**src/rtl/reg_mem_xfer.sv**
```systemverilog
// Register bank plus local memory with a sequenced LOAD/STORE/CLEAR transfer engine.
// Start/Busy/Done/Err handshake; all registers exposed on q_o.
module reg_mem_xfer #(
    parameter int unsigned WIDTH = 4,
    parameter int unsigned NREGS = 2,
    parameter int unsigned DEPTH = 4,
    localparam int unsigned AW = $clog2(DEPTH),
    localparam int unsigned RW = $clog2(NREGS)
) (
    input  logic                   clk,
    input  logic                   rst_n,
    input  logic                   start_i,
    input  logic [1:0]             op_i,
    input  logic [RW-1:0]          reg_sel_i,
    input  logic [AW-1:0]          addr_i,
    input  logic [RW:0]            len_i,
    input  logic                   ext_we_i,
    input  logic [AW-1:0]          ext_addr_i,
    input  logic [WIDTH-1:0]       ext_data_i,
    output logic                   busy_o,
    output logic                   done_o,
    output logic                   err_o,
    output logic [NREGS*WIDTH-1:0] q_o
);

    localparam int unsigned LW = RW + 1;
    localparam int unsigned SW = RW + 2;

    localparam logic [1:0] OP_LOAD  = 2'b00;
    localparam logic [1:0] OP_STORE = 2'b01;
    localparam logic [1:0] OP_RSV   = 2'b11;

    typedef enum logic [2:0] {
        S_IDLE = 3'd0,
        S_RD   = 3'd1,
        S_WB   = 3'd2,
        S_WR   = 3'd3,
        S_CLR  = 3'd4
    } state_e;

    state_e           state_q;
    logic [WIDTH-1:0] regs_q [NREGS];
    logic [WIDTH-1:0] mem_q  [DEPTH];
    logic [WIDTH-1:0] rdata_q;
    logic [AW-1:0]    addr_q;
    logic [RW-1:0]    cur_q;
    logic [LW-1:0]    rem_q;
    logic             busy_q;
    logic             done_q;
    logic             err_q;

    logic [AW-1:0]    addr_d;
    logic [RW-1:0]    cur_d;
    logic [LW-1:0]    rem_d;
    logic [SW-1:0]    span_c;
    logic             cmd_ok_c;
    logic             last_c;

    // Command validation and per-word advance values.
    always_comb begin
        span_c   = SW'(reg_sel_i) + SW'(len_i);
        cmd_ok_c = (op_i != OP_RSV) && (len_i != '0) && (span_c <= SW'(NREGS));
        addr_d   = addr_q + AW'(1);
        cur_d    = cur_q + RW'(1);
        rem_d    = rem_q - LW'(1);
        last_c   = (rem_q == LW'(1));
    end

    always_comb begin
        q_o = '0;
        for (int i = 0; i < int'(NREGS); i++) begin
            q_o[i*WIDTH +: WIDTH] = regs_q[i];
        end
    end

    assign busy_o = busy_q;
    assign done_o = done_q;
    assign err_o  = err_q;

    // Engine, register bank and memory share one sequential process.
    always_ff @(posedge clk or negedge rst_n) begin
        if (!rst_n) begin
            state_q <= S_IDLE;
            rdata_q <= '0;
            addr_q  <= '0;
            cur_q   <= '0;
            rem_q   <= '0;
            busy_q  <= 1'b0;
            done_q  <= 1'b0;
            err_q   <= 1'b0;
            for (int i = 0; i < int'(NREGS); i++) begin
                regs_q[i] <= '0;
            end
            for (int i = 0; i < int'(DEPTH); i++) begin
                mem_q[i] <= '0;
            end
        end else begin
            done_q <= 1'b0;
            err_q  <= 1'b0;
            case (state_q)
                S_IDLE: begin
                    if (ext_we_i) begin
                        mem_q[ext_addr_i] <= ext_data_i;
                    end
                    if (start_i) begin
                        if (!cmd_ok_c) begin
                            err_q <= 1'b1;
                        end else begin
                            addr_q <= addr_i;
                            cur_q  <= reg_sel_i;
                            rem_q  <= len_i;
                            busy_q <= 1'b1;
                            case (op_i)
                                OP_LOAD:  state_q <= S_RD;
                                OP_STORE: state_q <= S_WR;
                                default:  state_q <= S_CLR;
                            endcase
                        end
                    end
                end
                S_RD: begin
                    rdata_q <= mem_q[addr_q];
                    state_q <= S_WB;
                end
                S_WB, S_WR, S_CLR: begin
                    if (state_q == S_WB) begin
                        regs_q[cur_q] <= rdata_q;
                    end else if (state_q == S_WR) begin
                        mem_q[addr_q] <= regs_q[cur_q];
                    end else begin
                        regs_q[cur_q] <= '0;
                    end
                    if (last_c) begin
                        state_q <= S_IDLE;
                        busy_q  <= 1'b0;
                        done_q  <= 1'b1;
                    end else begin
                        addr_q <= addr_d;
                        cur_q  <= cur_d;
                        rem_q  <= rem_d;
                        if (state_q == S_WB) begin
                            state_q <= S_RD;
                        end
                    end
                end
                default: begin
                    state_q <= S_IDLE;
                    busy_q  <= 1'b0;
                end
            endcase
        end
    end

endmodule

```
**config.mk**
```make
export PLATFORM = sky130hd
export DESIGN_NAME = reg_mem_xfer
export DESIGN_NICKNAME = d
export VERILOG_FILES = /design/src/rtl/reg_mem_xfer.sv
export SDC_FILE = /design/constraint.sdc
export NUM_CORES = 1
export LEC_CHECK = 0
export BUFFER_PORTS_ARGS = -buffer_cell sky130_fd_sc_hd__buf_2
export CAP_MARGIN = 10
export CORE_MARGIN = 5
export CORE_UTILIZATION = 43
export DETAILED_ROUTE_END_ITERATION = 8
export PLACE_DENSITY = 0.74
export RECOVER_POWER = 100
export SLEW_MARGIN = 20
export SYNTH_ARGS = -nofsm -noshare
export SYNTH_HDL_FRONTEND = slang
export SYNTH_SLANG_ARGS = --single-unit
```
**constraint.sdc**
```tcl
create_clock -name clk -period 2.5 [get_ports clk]
set_input_delay 0.25 -clock clk [delete_from_list [all_inputs] [get_ports clk]]
set_output_delay 0.25 -clock clk [all_outputs]
set_load 0.005 [all_outputs]
```
* Word level (Yosys, flattened, before mapping) *
Cells that the tools add are included.

operators by class
  $add $sub $neg = 4
  $lt $le $gt $ge = 7
  equality and inequality tests = 16
  multiplexer cells = 48
  bitwise gates (word level) = 6
  reductions and logical operators = 15

operators by type and width
  kind                                                      number
  two-way mux 16 bit                                        3
  bitwise mux 16 bit                                        2
  two-way mux 4 bit                                         8
  case mux 16 bit (2 select lines)                          1
  != test 2 bit, second input constant                      9
  demux 4 bit (select 2 bit)                                2
  two-way mux 8 bit                                         2
  two-way mux 2 bit                                         6
  two-way mux 3 bit                                         4
  AND reduction 4 bit                                       3
  two-way mux 1 bit                                         11
  case mux 3 bit (3 select lines)                           1
  AND 8 bit                                                 1
  binary-select mux 4 bit (select 2 bit)                    1
  bitwise mux 8 bit                                         1
  inverter 8 bit                                            1
  case mux 2 bit (2 select lines)                           2
  equality test 3 x 2 -> 1 bit, second input constant       2
  greater-or-equal comparator 3 bit, second input constant  2
  < comparator 3 x 1 -> 1 bit, second input constant        2
  inverter 2 -> 3 bit                                       2
  case mux 3 bit (2 select lines)                           1
  logical AND 1 bit                                         5
  demux 4 bit (select 1 bit)                                1
  21 further kinds                                          23

storage, ports and cells
  flip-flop bits (word level) = 39
  output and inout port bits = 11
  word-level logic and storage cells = 110

* Depth between registers and ports, before layout *
Gate-level depths: netlist of run 1.

  depth in word-level cells = 9
  gate-level depth with buffers = 7
  gate-level depth less buffers = 7

* Least setup slack after synthesis of run 1 *
Ideal clock, no wire load.

  path type = flip-flop to flip-flop
  start point = reg addr_q[0]
  end point = reg mem_q[4] (netlist name)
  setup time = 0.125 ns
  arrival = 1.764 ns
  required time = 2.375 ns
  setup slack = 0.611 ns
  cell stages (with the launch flop) = 7
  buffers on the path = 1
  clock period less this slack = 1.889 ns
  cells stage by stage = dfrtp_1 clkbuf_1 inv_1 ha_1 nor3b_1 a21oi_1 mux2_2

on the way
  cells in the longest elaborated chain, start to end = 9

ends and longest elaborated chain
  element                                                                                                 line  text
  from (decl)                                                                                             45    logic [AW-1:0] addr_q;
  from (signal assigned)                                                                                  109   addr_q <= addr_i;
  from (signal assigned)                                                                                  138   addr_q <= addr_d;
  inverter 2 -> 3 bit (implied by the code) *                                                             129   mem_q[addr_q] <= regs_q[cur_q];
  greater-or-equal comparator 3 bit (implied by the code) or < comparator 3 x 1 -> 1 bit (tied branches)  129
  logical AND 1 bit (implied by the code)                                                                 129
  two-way mux 4 bit (implied by the code)                                                                 129
  demux 4 bit (select 2 bit) *                                                                            129
  bitwise mux 16 bit *                                                                                    129
  two-way mux 16 bit *                                                                                    128   end else if (state_q == S_WR) begin
  two-way mux 16 bit *                                                                                    126   if (state_q == S_WB) begin
  case mux 16 bit (2 select lines) *                                                                      100   case (state_q)
  to (signal, indexed assignment)                                                                         103   mem_q[ext_addr_i] <= ext_data_i;
  to (signal, indexed assignment)                                                                         129
  to (decl)                                                                                               43    logic [WIDTH-1:0] mem_q [DEPTH];

Mark *: on every way between the ends. The rest lies on a longest branch, timed or not. The select of a mux whose other input is x is not followed.
A chain may end at the register's enable or synchronous reset.

* Worst setup path after layout of run 1 *
  start point = reg state_q[1]
  end point = reg mem_q[0] (netlist name)

on the way
  cells in the longest elaborated chain, start to end = 4

ends and longest elaborated chain
  element                                                               line      text
  from (decl)                                                           41        state_e state_q;
  from (signal assigned)                                                83        state_q <= S_IDLE;
  from (signal assigned)                                                114       OP_LOAD: state_q <= S_RD;
  from (signal assigned)                                                115       OP_STORE: state_q <= S_WR;
  equality test 3 x 2 -> 1 bit, or another cell as far along            100, 126
  OR reduction 3 bit                                                    100
  != test 2 bit (no source line) or nonzero test 2 bit (tied branches)  -
  AND reduction 4 bit (no source line)                                  -

Parallel ways exist; a longest one is shown, timed or not.

==> reports/summary.md, run 1 <==
The run finished, with violations left. The final reports fail on max-capacitance violations, max-slew violations. The area occupied by multi-input gates came out at 1250 sq um. The hold path startpoint was op_i[1]. Summing every instance area after synthesis gives 2320 sq um.

For the max-capacitance violation count, the log shows 1. The cell taking the most area after synthesis is dfrtp_1. The clock passes through at most 2 buffers. The tools report the half-perimeter wire length after placement as 3780 um. Launching point of the worst reg2reg path: state_q[1].

In this run the worst path has a maximum fanout of 19. The later pin in the worst-skew pair is clocked with a latency of 300 ps. The logs give 5070 um for the wire length reported by the detailed router and 976 sq um for the register cell area after layout.

The tools report the total power consumption of the routed design as 0.00273 W. The type of element launching the critical path is a flip-flop. For the final-report hold violation count, the log shows 0.

The logs give 40 for the largest net degree at the start of global routing and 0 for the number of post-CTS setup repair buffers. The run gives 39 as the number of sinks driven by the clock tree. The most used flip-flop cell after synthesis is dfrtp_1.

In this run, the number of DRC markers left after iteration 0 of detailed routing was 169. In the final design database the tool counted 250 nets. The H-tree level count came out at 2. Routability-driven placement finished with a final weighted congestion of 0.812. The share of the yosys chip area belonging to registers came out at 42.0%.

The first global-routing pass estimated 8670 um of wire. After layout, the minimum clock period comes to 2220 ps. The critical path is of the flip-flop to flip-flop type. The top-level I/O count was 28; the internal reg-to-reg setup slack was 280 ps.

In the final timing run, aggregate negative setup slack is 0 ps. The number of synthesized flops with an enable pin works out to 0. In the routed design, unresolved DRC markers number 0.

The number of antenna diodes in the final layout is 0. STA puts the critical path data arrival time at 2410 ps. The synthesized-area fraction occupied by ao, oa, aoi and oai cells came out at 19.1%. The min-delay analysis places its worst path in the category input port to flip-flop.

The tools report the CTS buffer count as 5. The initial antenna violation count is 0, and the setup violation total in the final timing report is 0. For this run, the slowest stage of the critical path takes 560 ps. The total of flip-flops plus latches after synthesis is 39, and the total number of vias is 1731. The number of vias per cell was 5.85. STA classifies the critical path endpoint as a flip-flop. The analysis attributes to cell leakage a power of 1.17 nW.

The die covers 6970 sq um. The global router's overall resource usage was 15.6%. Counting flops with an async set or reset pin after synthesis yields a share of 100%. Net switching is 37.9% of the power. Once detail routing completed, the nets flagged for antenna violations numbered 0. CTS placed an instance of clkbuf_8 at the clock tree root. The number of hold buffers added after CTS was 0. For this design the total switching power over the nets is 0.00104 W. Cells with a size suffix above 1 make up 28.3% of the layout. Counting buffers and inverters, the worst setup path is 5 cells deep. Clock skew on the completed layout was measured at 4.51 ps. Power per cell area: 1050 nW/um^2. Summing the areas of all fa, ha and maj instances in the mapped netlist gives 4.31% of the synthesized area.

Of the post-synthesis cell area, the part taken by muxes is 16.8%. The floorplan has 26 rows. The kind of cell with the highest combined delay on the critical path was simple AND/OR/NAND/NOR gates. TritonCTS built the clock tree.

In this run, the clock network consumes 17.1% of the power. By area, the combinational part of the netlist is dominated by compound AO/OA/AOI/OAI gates. The relative slew slack came out at -36.8%. For hold timing, the worst endpoint is state_q[0].

Width of the die: 83.5 um. The layout has 475 filler cells. The critical path goes through nor3b_1 > clkbuf_2 > or2_1 > o21ai_0 > mux2_2. When the netlist entered floorplanning its net count stood at 224. The cell-internal power was 0.00170 W; the first-pass iteration count of the detailed router was 4.

For the number of gates given a new drive strength after cts, the log shows 0. By area the synthesized netlist is led by dfrtp_1 42%, mux2_2 12%, a22o_1 7.5%, a32o_1 5.2%, ha_1 4.3%. Sequential power share: 38.6%. The starting density of the core is 44.9%, and the standard cell core area is 5170 sq um. The worst-case reg-to-reg path depth was 5.

Data on the critical path is required at its endpoint by 2680 ps. Synthesis produced a netlist whose cell count is 199. Among all cell types in the netlist, the one instantiated most often is dfrtp_1. In this run, distinct cell masters in the synthesized netlist total 43.

The synthesized netlist devotes 13.8% of its cell area to simple gates. Input and output buffers added on the ports amount to 27. The final number of max-transition violations is 40, and the clock slew seen by the registers of the worst setup and hold paths is 70 ps. Setup repair after global routing left no endpoint under its margin.

The buffer and inverter count on the worst path is 1, and the number of stages on the worst hold path is 2. Each instance of the synthesized netlist takes up on average 11.7 sq um. The area share of the largest cell type after synthesis is 42.0%. The per-cell routed wire length is 17.1 um. Among all stages on the critical path, the largest delay is contributed by or2_1.

The worst ir drop on vdd was 357 uV; the power share of the combinational group was 44.3%. The chip height is 83.5 um, and the part of the cycle the worst path needs is 89.0%. After Yosys synthesis, XOR and XNOR cells account for 0% of the synthesized area. For the final global-route overflow total, the log shows 0.

The synthesis-to-layout area growth works out to 11.5%. For this run, the top clock speed supported by timing is 450 MHz. The run gives 0 as the warning count from the yosys run.

Counting instances in the post-synthesis netlist gives the leading cell types as 39 x dfrtp_1, 24 x mux2_2, 20 x a22o_1. The run gives 1769 as the number of global-route vias before repair. The end of the worst register-to-register path is mem_q[0]. The actual slew at the worst max-slew pin was 2050 ps.
worst register-to-register path: stages (launching register included):
cell	delay [ps]
dfrtp_1	450
nor3b_1	220
clkbuf_2	330
or2_1	560
o21ai_0	250
mux2_2	310
final cells by class:
| type | count | share of cell area, % |
|---|---|---|
| clock buffer | 8 | 3.86 |
| tap | 70 | 3.38 |
| multi-input combinational | 141 | 48.2 |
| sequential | 39 | 37.7 |
| inverter | 6 | 0.869 |
| timing repair buffer | 32 | 5.99 |
sequential cells by signal, indices dropped and copies added (netlist names), 2 cells and up:
| name | flops |
|---|---|
| mem_q | 16 |
| state_q | 3 |
| rdata_q | 4 |
| rem_q | 2 |
| addr_q | 2 |
| q_o | 8 |
worst max-delay path by stage:
stage                     startpoint        to
after floorplan            addr_q[0]  mem_q[4]
after global placement     reg_sel_i     cur_q
after detailed placement    len_i[0]     cur_q
after CTS                 state_q[1]  mem_q[3]
after global routing      state_q[1]  mem_q[3]
final                     state_q[1]  mem_q[0]
layer usage:
| layer | track usage, % | routed length [um] | part of all wire (%) |
|---|---|---|---|
| met5 | 0 | 0 | 0 |
| met4 | 7.46 | 105 | 2.1 |
| met3 | 3.75 | 230 | 4.5 |
| met2 | 26.3 | 2540 | 50 |
| met1 | 18.8 | 2190 | 43 |
cells by family after synthesis:
| group | Yosys count |
|---|---|
| AND/OR/NAND/NOR | 48 |
| adder cells (fa/ha/maj) | 8 |
| buffers and inverters | 19 |
| flip-flops | 39 |
| AO/OA/AOI/OAI | 54 |
| multiplexers | 31 |
cells in the final DEF, fill, tap and decap left out, drive strengths merged, types with 2 or more instances in the layout:
| cell type | Yosys | final |
|---|---|---|
| inv | 6 | 6 |
| nand2 | 8 | 8 |
| dfrtp | 39 | 39 |
| o211ai | 4 | 4 |
| o21ai | 5 | 5 |
| nor4b | 3 | 3 |
| mux4 | 4 | 4 |
| nor2b | 2 | 2 |
| and3 | 2 | 2 |
| nor2 | 6 | 6 |
| nand3 | 5 | 5 |
| a32o | 12 | 12 |
| and2 | 2 | 2 |
| mux2 | 24 | 24 |
| nor3 | 6 | 6 |
| ha | 8 | 8 |
| a21oi | 5 | 5 |
| a22o | 20 | 20 |
| clkbuf | 5 | 19 |
| o21bai | 2 | 2 |
| mux2i | 3 | 3 |
| buf | 8 | 21 |
| nor3b | 7 | 7 |
| nand2b | 2 | 2 |
power groups by stage:
stage	combinational, W	clock (W)	sequential (W)
after floorplan	0.000968	0	0.00101
after detailed placement	0.00123	0	0.00107
after CTS	0.00123	0.000479	0.00106
final	0.00121	0.000467	0.00106
after global placement	0.00121	0	0.00106
after global routing	0.00134	0.000512	0.00109
metrics by stage:
step | utilization, % | hold slack [ps] | std cells | area, sq um | setup slack (ps)
floorplan | - | -45.6 | 199 | 2320 | 611
global placement | 48.6 | 406 | 288 | 2510 | 390
detailed placement | 48.6 | 420 | 288 | 2510 | 236
CTS | 50.5 | 102 | 296 | 2610 | 401
global route | 50.1 | 192 | 296 | 2590 | 154
finish | 50.1 | 185 | 296 | 2590 | 276
(Power assumes the default switching activity.)
==> run 2, diff against run 1 <==
- ABC_AREA: unset -> 1
- SLEW_MARGIN: 20 -> 5
==> reports/summary.md, run 2 <==
The flow ran to the end, but the final reports show violations. The final reports fail on max-capacitance violations, max-slew violations. The per-cell routed wire length is 12.8 um, and the first-pass iteration count of the detailed router is 4. Measured along the y axis, the die boundary spans 86 um. The worst setup path is of the flip-flop to flip-flop kind. The simple-gate area share of the yosys netlist is 40.3%.

Antenna cell count: 0. The share of total power dissipated in sequential elements is 35.7%. In the routed layout, each cell is associated on average with a via count of 5.00. The data required time of the critical path was 2670 ps.

Leaving out fill and tap cells, the most frequent cell in the layout is nand2_1. In this run the critical register-to-register path is launched from state_q[2]. For the number of distinct library cells after synthesis, the log shows 22. The share of the yosys chip area belonging to registers was 39.3%. The share of final-layout standard cells stronger than drive strength 1 is 11.6%.

The tools report the area occupied by multi-input gates as 1230 sq um. The tools report the type of element launching the critical path as a flip-flop. The worst hold path class was input port to flip-flop.

The total of flip-flops plus latches after synthesis is 39. Summing the areas of all compound-gate instances in the mapped netlist gives 7.56% of the synthesized area. For hold timing, the worst endpoint is err_o.

The run gives 2146 as the number of global-route vias before repair. For the worst-skew pair, the clock arrives at the later sink with an insertion delay of 290 ps. Power comes to 0.00290 W. More flip-flops sit in one register than any other, and that register is mem_q. STA puts the critical path data arrival time at 2250 ps. The tools report the top-level I/O count as 28. The clock drives 39 sinks. The H-tree was split into 2 levels. TritonCTS built the clock tree. The number of clock buffers added by TritonCTS is 5. Global routing used 16.8% of the available tracks.

Along the worst hold path, the cell count comes to 3. The final-layout fill cell count was 578. In this run the remaining antenna-violating nets after routing total 0. The warning count from the yosys run came out at 0. The post-cts hold buffer count came out at 0. Of the total synthesized cell area, the portion taken by XOR and XNOR cells is 0%. Synthesis produced a netlist with a net count of 375. The max-capacitance violation count is 1, and the number of synthesized flops with an enable pin is 0. dfrtp_1 takes more of the synthesized area than any other cell.

The floorplan step defined a core boundary enclosing 5570 sq um. The number of gates given a new drive strength after cts was 0. In this run the worst path has a maximum fanout of 14.

Setup repair after global routing left no endpoint under its margin. The actual slew at the worst max-slew pin was 2020 ps; the static leakage was 1.53 nW. Largest family of logic cells by synthesized area: simple AND/OR/NAND/NOR gates. The clock passes through at most 2 buffers.

Summing over every cut layer, the via total after detailed routing is 2255. At the end of the flow, the number of nets in the layout was 403. The root buffer cell chosen for the clock tree is clkbuf_8. Routability-driven placement finished with a final weighted congestion of 0.918.

The minimum clock period works out to 2080 ps. The largest net degree at the start of global routing was 40; the switching power share of the total was 43.9%. Of the post-synthesis cell area, the dominant cell type holds 39.3%.

VDD sags by at most 429 uV. In this run the horizontal extent of the chip is 86 um. Sorting the synthesized cells by area gives the leading types as dfrtp_1 39%, nand2_1 22%, inv_1 6.2%, o21ai_0 5.6%, nand3_1 4.4%. The hold slack is 189 ps, and the cell-internal power is 0.00163 W.

The share of total power dissipated in the clock network is 21.0%. The clock arrives with 10.4 ps of skew. Synthesis produced a netlist whose cell count is 350. Timing would allow up to 481 MHz. Setup total negative slack on the finished layout was measured at 0 ps.

The initial antenna violation count came out at 0. Clock-pin slew was measured on the worst setup and hold paths at 80 ps. The final-report hold violation count came out at 0. In the post-synthesis netlist, the cell with the most instances is nand2_1. For this run, design rule violations remaining after detail routing come to 0.

The proportion of register bits with asynchronous set or reset after synthesis works out to 100%. The post-synthesis adder-cell area fraction was 4.03%; the internal reg-to-reg setup slack was 420 ps. The part of the cycle the worst path needs was 83.2%; the floorplan die area was 7400 sq um.

Among all flip-flop cells after synthesis, the most frequent one is dfrtp_1. By count the netlist is led by 146 x nand2_1, 41 x inv_1, 39 x dfrtp_1. The wire length reported by the detailed router is 5790 um. A synthesized cell averages 7.10 sq um.

The initial detailed-routing violation count was 226. The final global-route overflow total is 0. In this run the most critical hold path is launched from start_i.

The share of cell area taken by muxes after synthesis is 0%. The final number of max-transition violations was 40; the starting density of the core was 44.6%. The count of input and output buffers came out at 27. The setup violation total in the final timing report is 0, and the register cell area after layout is 976 sq um.

For the power share of the combinational group, the log shows 43.3%. The first global-routing pass estimated 10000 um of wire. STA classifies the critical path endpoint as a flip-flop. Power spread over the standard cell area amounts to 1060 nW/um^2. The synthesis-to-layout area growth is 9.62%. The register with the most flip-flops in the layout has 16 of them. The end of the worst register-to-register path was mem_q[11].

The total number of placement rows is 27, and the number of post-CTS setup repair buffers is 0. The tools report the power spent charging and discharging nets as 0.00127 W. The combined area of all synthesized cells was 2480 sq um. For the worst flop-to-flop path, the logic depth is 8. The half-perimeter wire length after placement is 4470 um. In the layout the commonest cells are 151 x nand2_1, 43 x inv_1, 39 x dfrtp_1. Headroom to the max-slew limit came out at -34.7%.
## run 2: cell types whose count changed after synthesis, sizes merged, moves of 5 or more
cell / before / now
nand4: 0 / 7
nand3: 5 / 25
a22o: 20 / 0
mux2: 24 / 0
nor2: 6 / 25
nor3: 6 / 0
clkbuf: 5 / 0
a32o: 12 / 0
nor3b: 7 / 0
o22ai: 1 / 6
inv: 6 / 44
nand2: 8 / 158
o21ai: 5 / 28
## run 2: logic make-up (layout without fill, tap and decap cells)
| logic type | after synthesis | after routing |
|---|---|---|
| and+or+nand+nor | 216 | 216 |
| DFF | 39 | 39 |
| AOI/OAI and AO/OA | 36 | 36 |
| adders and majority gates | 8 | 8 |
| buffers and inverters | 51 | 80 |
## run 2: critical path: stages, from the launching register on
cell	delay, ps
dfrtp_1	430
inv_1	240
nand2_1	140
nand2_1	580
nand2_1	120
nand3_1	200
inv_1	120
nand2_1	90
nand2_1	50
## run 2: final cells by class
cell class | count | area share, %
clock buffer | 6 | 2.67
clock inverter | 2 | 2.21
inverter | 45 | 6.20
multi-input combinational | 260 | 45.1
sequential | 39 | 35.8
tap | 72 | 3.31
timing repair buffer | 27 | 4.69
## run 2: worst max-delay path by stage
| stage | from | end | cells after the start | slack (ps) |
|---|---|---|---|---|
| after floorplan | addr_q[0] | mem_q[4] | 9 | 1000 |
| after global placement | addr_q[0] | mem_q[4] | 8 | 700 |
| after detailed placement | addr_q[0] | mem_q[4] | 8 | 680 |
| after CTS | addr_q[0] | mem_q[7] | 8 | 640 |
| after global routing | state_q[2] | mem_q[9] | 8 | 240 |
| final | state_q[2] | mem_q[11] | 8 | 420 |
## run 2: power by group through the flow
stage / clock (W) / sequential, W / combinational, W
after floorplan: 0 / 0.000958 / 0.00110
final: 0.000609 / 0.00104 / 0.00126
after global placement: 0 / 0.00105 / 0.00129
after CTS: 0.000624 / 0.00104 / 0.00132
after detailed placement: 0 / 0.00105 / 0.00131
after global routing: 0.000648 / 0.00107 / 0.00143
## run 2: per-layer routing
| layer | up-vias | routed length (um) | track usage (%) | part of all wire, % |
|---|---|---|---|---|
| met1 | 1032 | 2770 | 22.5 | 48 |
| met5 | - | 0 | 0 | 0 |
| met3 | 17 | 226 | 2.69 | 3.9 |
| met2 | 53 | 2620 | 26.8 | 45 |
| li1 | 1153 | - | - | - |
| met4 | 0 | 178 | 7.05 | 3.1 |
## run 2: through the flow
stage / setup slack [ps] / area, sq um / std cells / utilization (%)
after global placement: 697 / 2660 / 443 / 47.7
after global routing: 243 / 2720 / 451 / 48.8
final: 420 / 2720 / 451 / 48.8
after CTS: 642 / 2790 / 451 / 50.1
after floorplan: 999 / 2480 / 350 / -
after detailed placement: 682 / 2660 / 443 / 47.7
==> run 3, diff against run 2 <==
- PLACE_DENSITY: 0.74 -> 0.76
- clock period: 2.5 -> 1.7 ns (I/O delays scaled with it)
==> reports/summary.md, run 3 (synthesis results as in run 2) <==
For the first-pass iteration count of the detailed router, the log shows 5. Detailed placement ended at an HPWL of 4460 um. The max-capacitance violation count is 0, and the final global-route overflow total is 0. The sequential power share was 35.1%; the chip height was 86 um. In the layout the commonest cells are 151 x nand2_1, 42 x inv_1, 39 x dfrtp_1. At the later pin of the worst-skew pair, clock insertion delay measures 300 ps.

The initial antenna violation count was 0. Type of element launching the critical path: a flip-flop. The final-layout fill cell count came out at 549.

The power per cell area was 1540 nW/um^2; the final-report hold violation count was 0. CTS root buffer: clkbuf_8. The critical path data arrival time came out at 1730 ps.

The run finished with clean final reports. For the number of sinks driven by the clock tree, the log shows 39. The floorplan step set the die width to 86 um. Register with the most flip-flops: mem_q.

Per report_power, the combinational group accounts for 46.6% of the total. Total number of vias: 2316. The launching point of the worst reg2reg path was state_q[1]. The clock network accounts for 18.3% of the total power. The synthesis-to-layout area growth was 12.5%.

By startpoint and endpoint, the worst setup path is classified as flip-flop to flip-flop. The clock slew seen by the registers of the worst setup and hold paths was 80 ps; the routability congestion estimate from global placement was 0.955. Timing would allow up to 650 MHz.

The logs give 160 ps for the internal reg-to-reg setup slack and 2 for the H-tree level count. Across every metal layer, demand over resource in global routing totals 17.4%. Dividing the detail-routed wire length by the instance count gives 13.0 um. The library cell used most frequently in the layout, excluding fill and tap cells, is nand2_1. Summing all multi-input logic gate instances after layout gives 1270 sq um. After detailed routing, the number of vias per cell comes to 5.05.

Pin placement for this block handled 28 I/O pins. STA puts the critical path data required time at 1890 ps. The wire length reported by the detailed router is 5950 um, and the antenna cell count is 0. The tools report the final number of max-transition violations as 0. The internal portion of the total power is 0.00234 W. Summed over all failing endpoints, the final setup total negative slack is 0 ps. The floorplan step defined a core boundary enclosing 5570 sq um. TritonCTS built the clock tree. The first global-routing pass estimated 10300 um of wire. Port buffering added 27 buffers. The hold path startpoint is start_i. The end of the worst register-to-register path was mem_q[1]. The switching power share of the total is 45.7%, and the register cell area after layout is 976 sq um.

Setup repair after global routing left no endpoint under its margin. Headroom to the max-slew limit came out at 36.3%. Of all nets on the critical path, the largest fanout is 22.

For this run, the share of the core covered by cells in the final layout is 50.1%. The run gives 411 as the final net count. The worst hold path belongs to the class input port to flip-flop.

After the first detailed-routing iteration, the DRC count stood at 192. The run gives 7400 sq um as the floorplan die area. At the pin with the least slew margin, the transition time is 956 ps.

The logs give 2 for the deepest clock path buffer count and 2241 for the number of global-route vias before repair. The smallest clock period supported by the final layout is computed as 1540 ps. The logs give 5.33 ps for the maximum clock skew at final layout and 1.57 nW for the static leakage. Once the floorplan was initialized, standard cells occupied 44.6% of the core. Cells with a size suffix above 1 make up 15.0% of the layout. In this run the core area contains 27 standard-cell rows. Once detail routing completed, the nets flagged for antenna violations numbered 0. Entering global routing, the biggest net connects 40 pins. Setup violations remaining at the end of the flow were counted as 0.

Of the available clock period, the critical path in the final layout requires 90.5%. The worst hold path terminates at err_o. Along the worst hold path, the cell count comes to 3.

The register with the most flip-flops in the layout has 16 of them. Counting cells, the worst reg-to-reg path comes to 8. CTS buffer count: 5. After detailed routing, the number of remaining DRC violations is 0. The worst ir drop on vdd is 712 uV, and the power spent charging and discharging nets is 0.00197 W. The worst setup path is captured at a flip-flop.
## run 3: worst max path at each step
stage | start | endpoint | slack, ps | cells past startpoint
finish | state_q[1] | mem_q[1] | 160 | 8
global route | addr_q[1] | mem_q[13] | 10 | 8
CTS | state_q[1] | addr_q[0] | 110 | 8
detailed placement | len_i[0] | rem_q[1] | 80 | 11
global placement | reg_sel_i | addr_q[1] | 130 | 11
floorplan | addr_q[0] | mem_q[4] | 200 | 9
## run 3: power groups by stage
stage                     clock [W]  sequential [W]  combinational (W)
after global routing       0.000845         0.00156            0.00231
after detailed placement          0         0.00152            0.00202
after CTS                  0.000801         0.00150            0.00203
final                      0.000789         0.00152            0.00201
after global placement            0         0.00151            0.00199
after floorplan                   0         0.00141            0.00162
## run 3: timing repair
| item | CTS | global route |
|---|---|---|
| buffers inserted | 0 | 0 |
| gates resized for setup | 0 | 3 |
| endpoints found under the setup margin | 0 | 9 |
| endpoints found under the hold margin | 39 | 0 |
| hold buffers | 1 | 0 |
## run 3: layout make-up
type                    instances  share of cell area [%]
clock buffers                   5                    2.46
flip-flops and latches         39                    34.9
multi-input cells             261                    45.3
clock inverters                 3                    1.57
well taps                      72                    3.22
inverters                      45                    6.04
repair buffers                 34                    6.45
## run 3: stage by stage
step                      cell area (sq um)  setup WS [ps]  hold slack (ps)  total power [W]  cells
after floorplan                        2480            199             -126          0.00303    350
after global placement                 2700            130              251          0.00350    449
after detailed placement               2700           78.1              257          0.00354    449
after CTS                              2830            112             94.7          0.00434    458
after global routing                   2800           11.6              110          0.00471    459
final                                  2800            161             97.3          0.00432    459
## run 3: critical path, cell delays in order (launching register included)
cell and delay, ps:
dfrtp_1 500, nor2_4 200, nand2_4 100, nand2_8 160, nand2_1 70, nand2_1 140
nand2_1 130, nand2_1 80, nand2_1 50
## run 3: metal layers
layer	vias up	part of all wire, %	track usage (%)
li1	1168	-	-
met5	-	0	0
met3	18	6.1	3.75
met4	0	3.1	8.35
met1	1042	45	21.2
met2	88	46	29.2
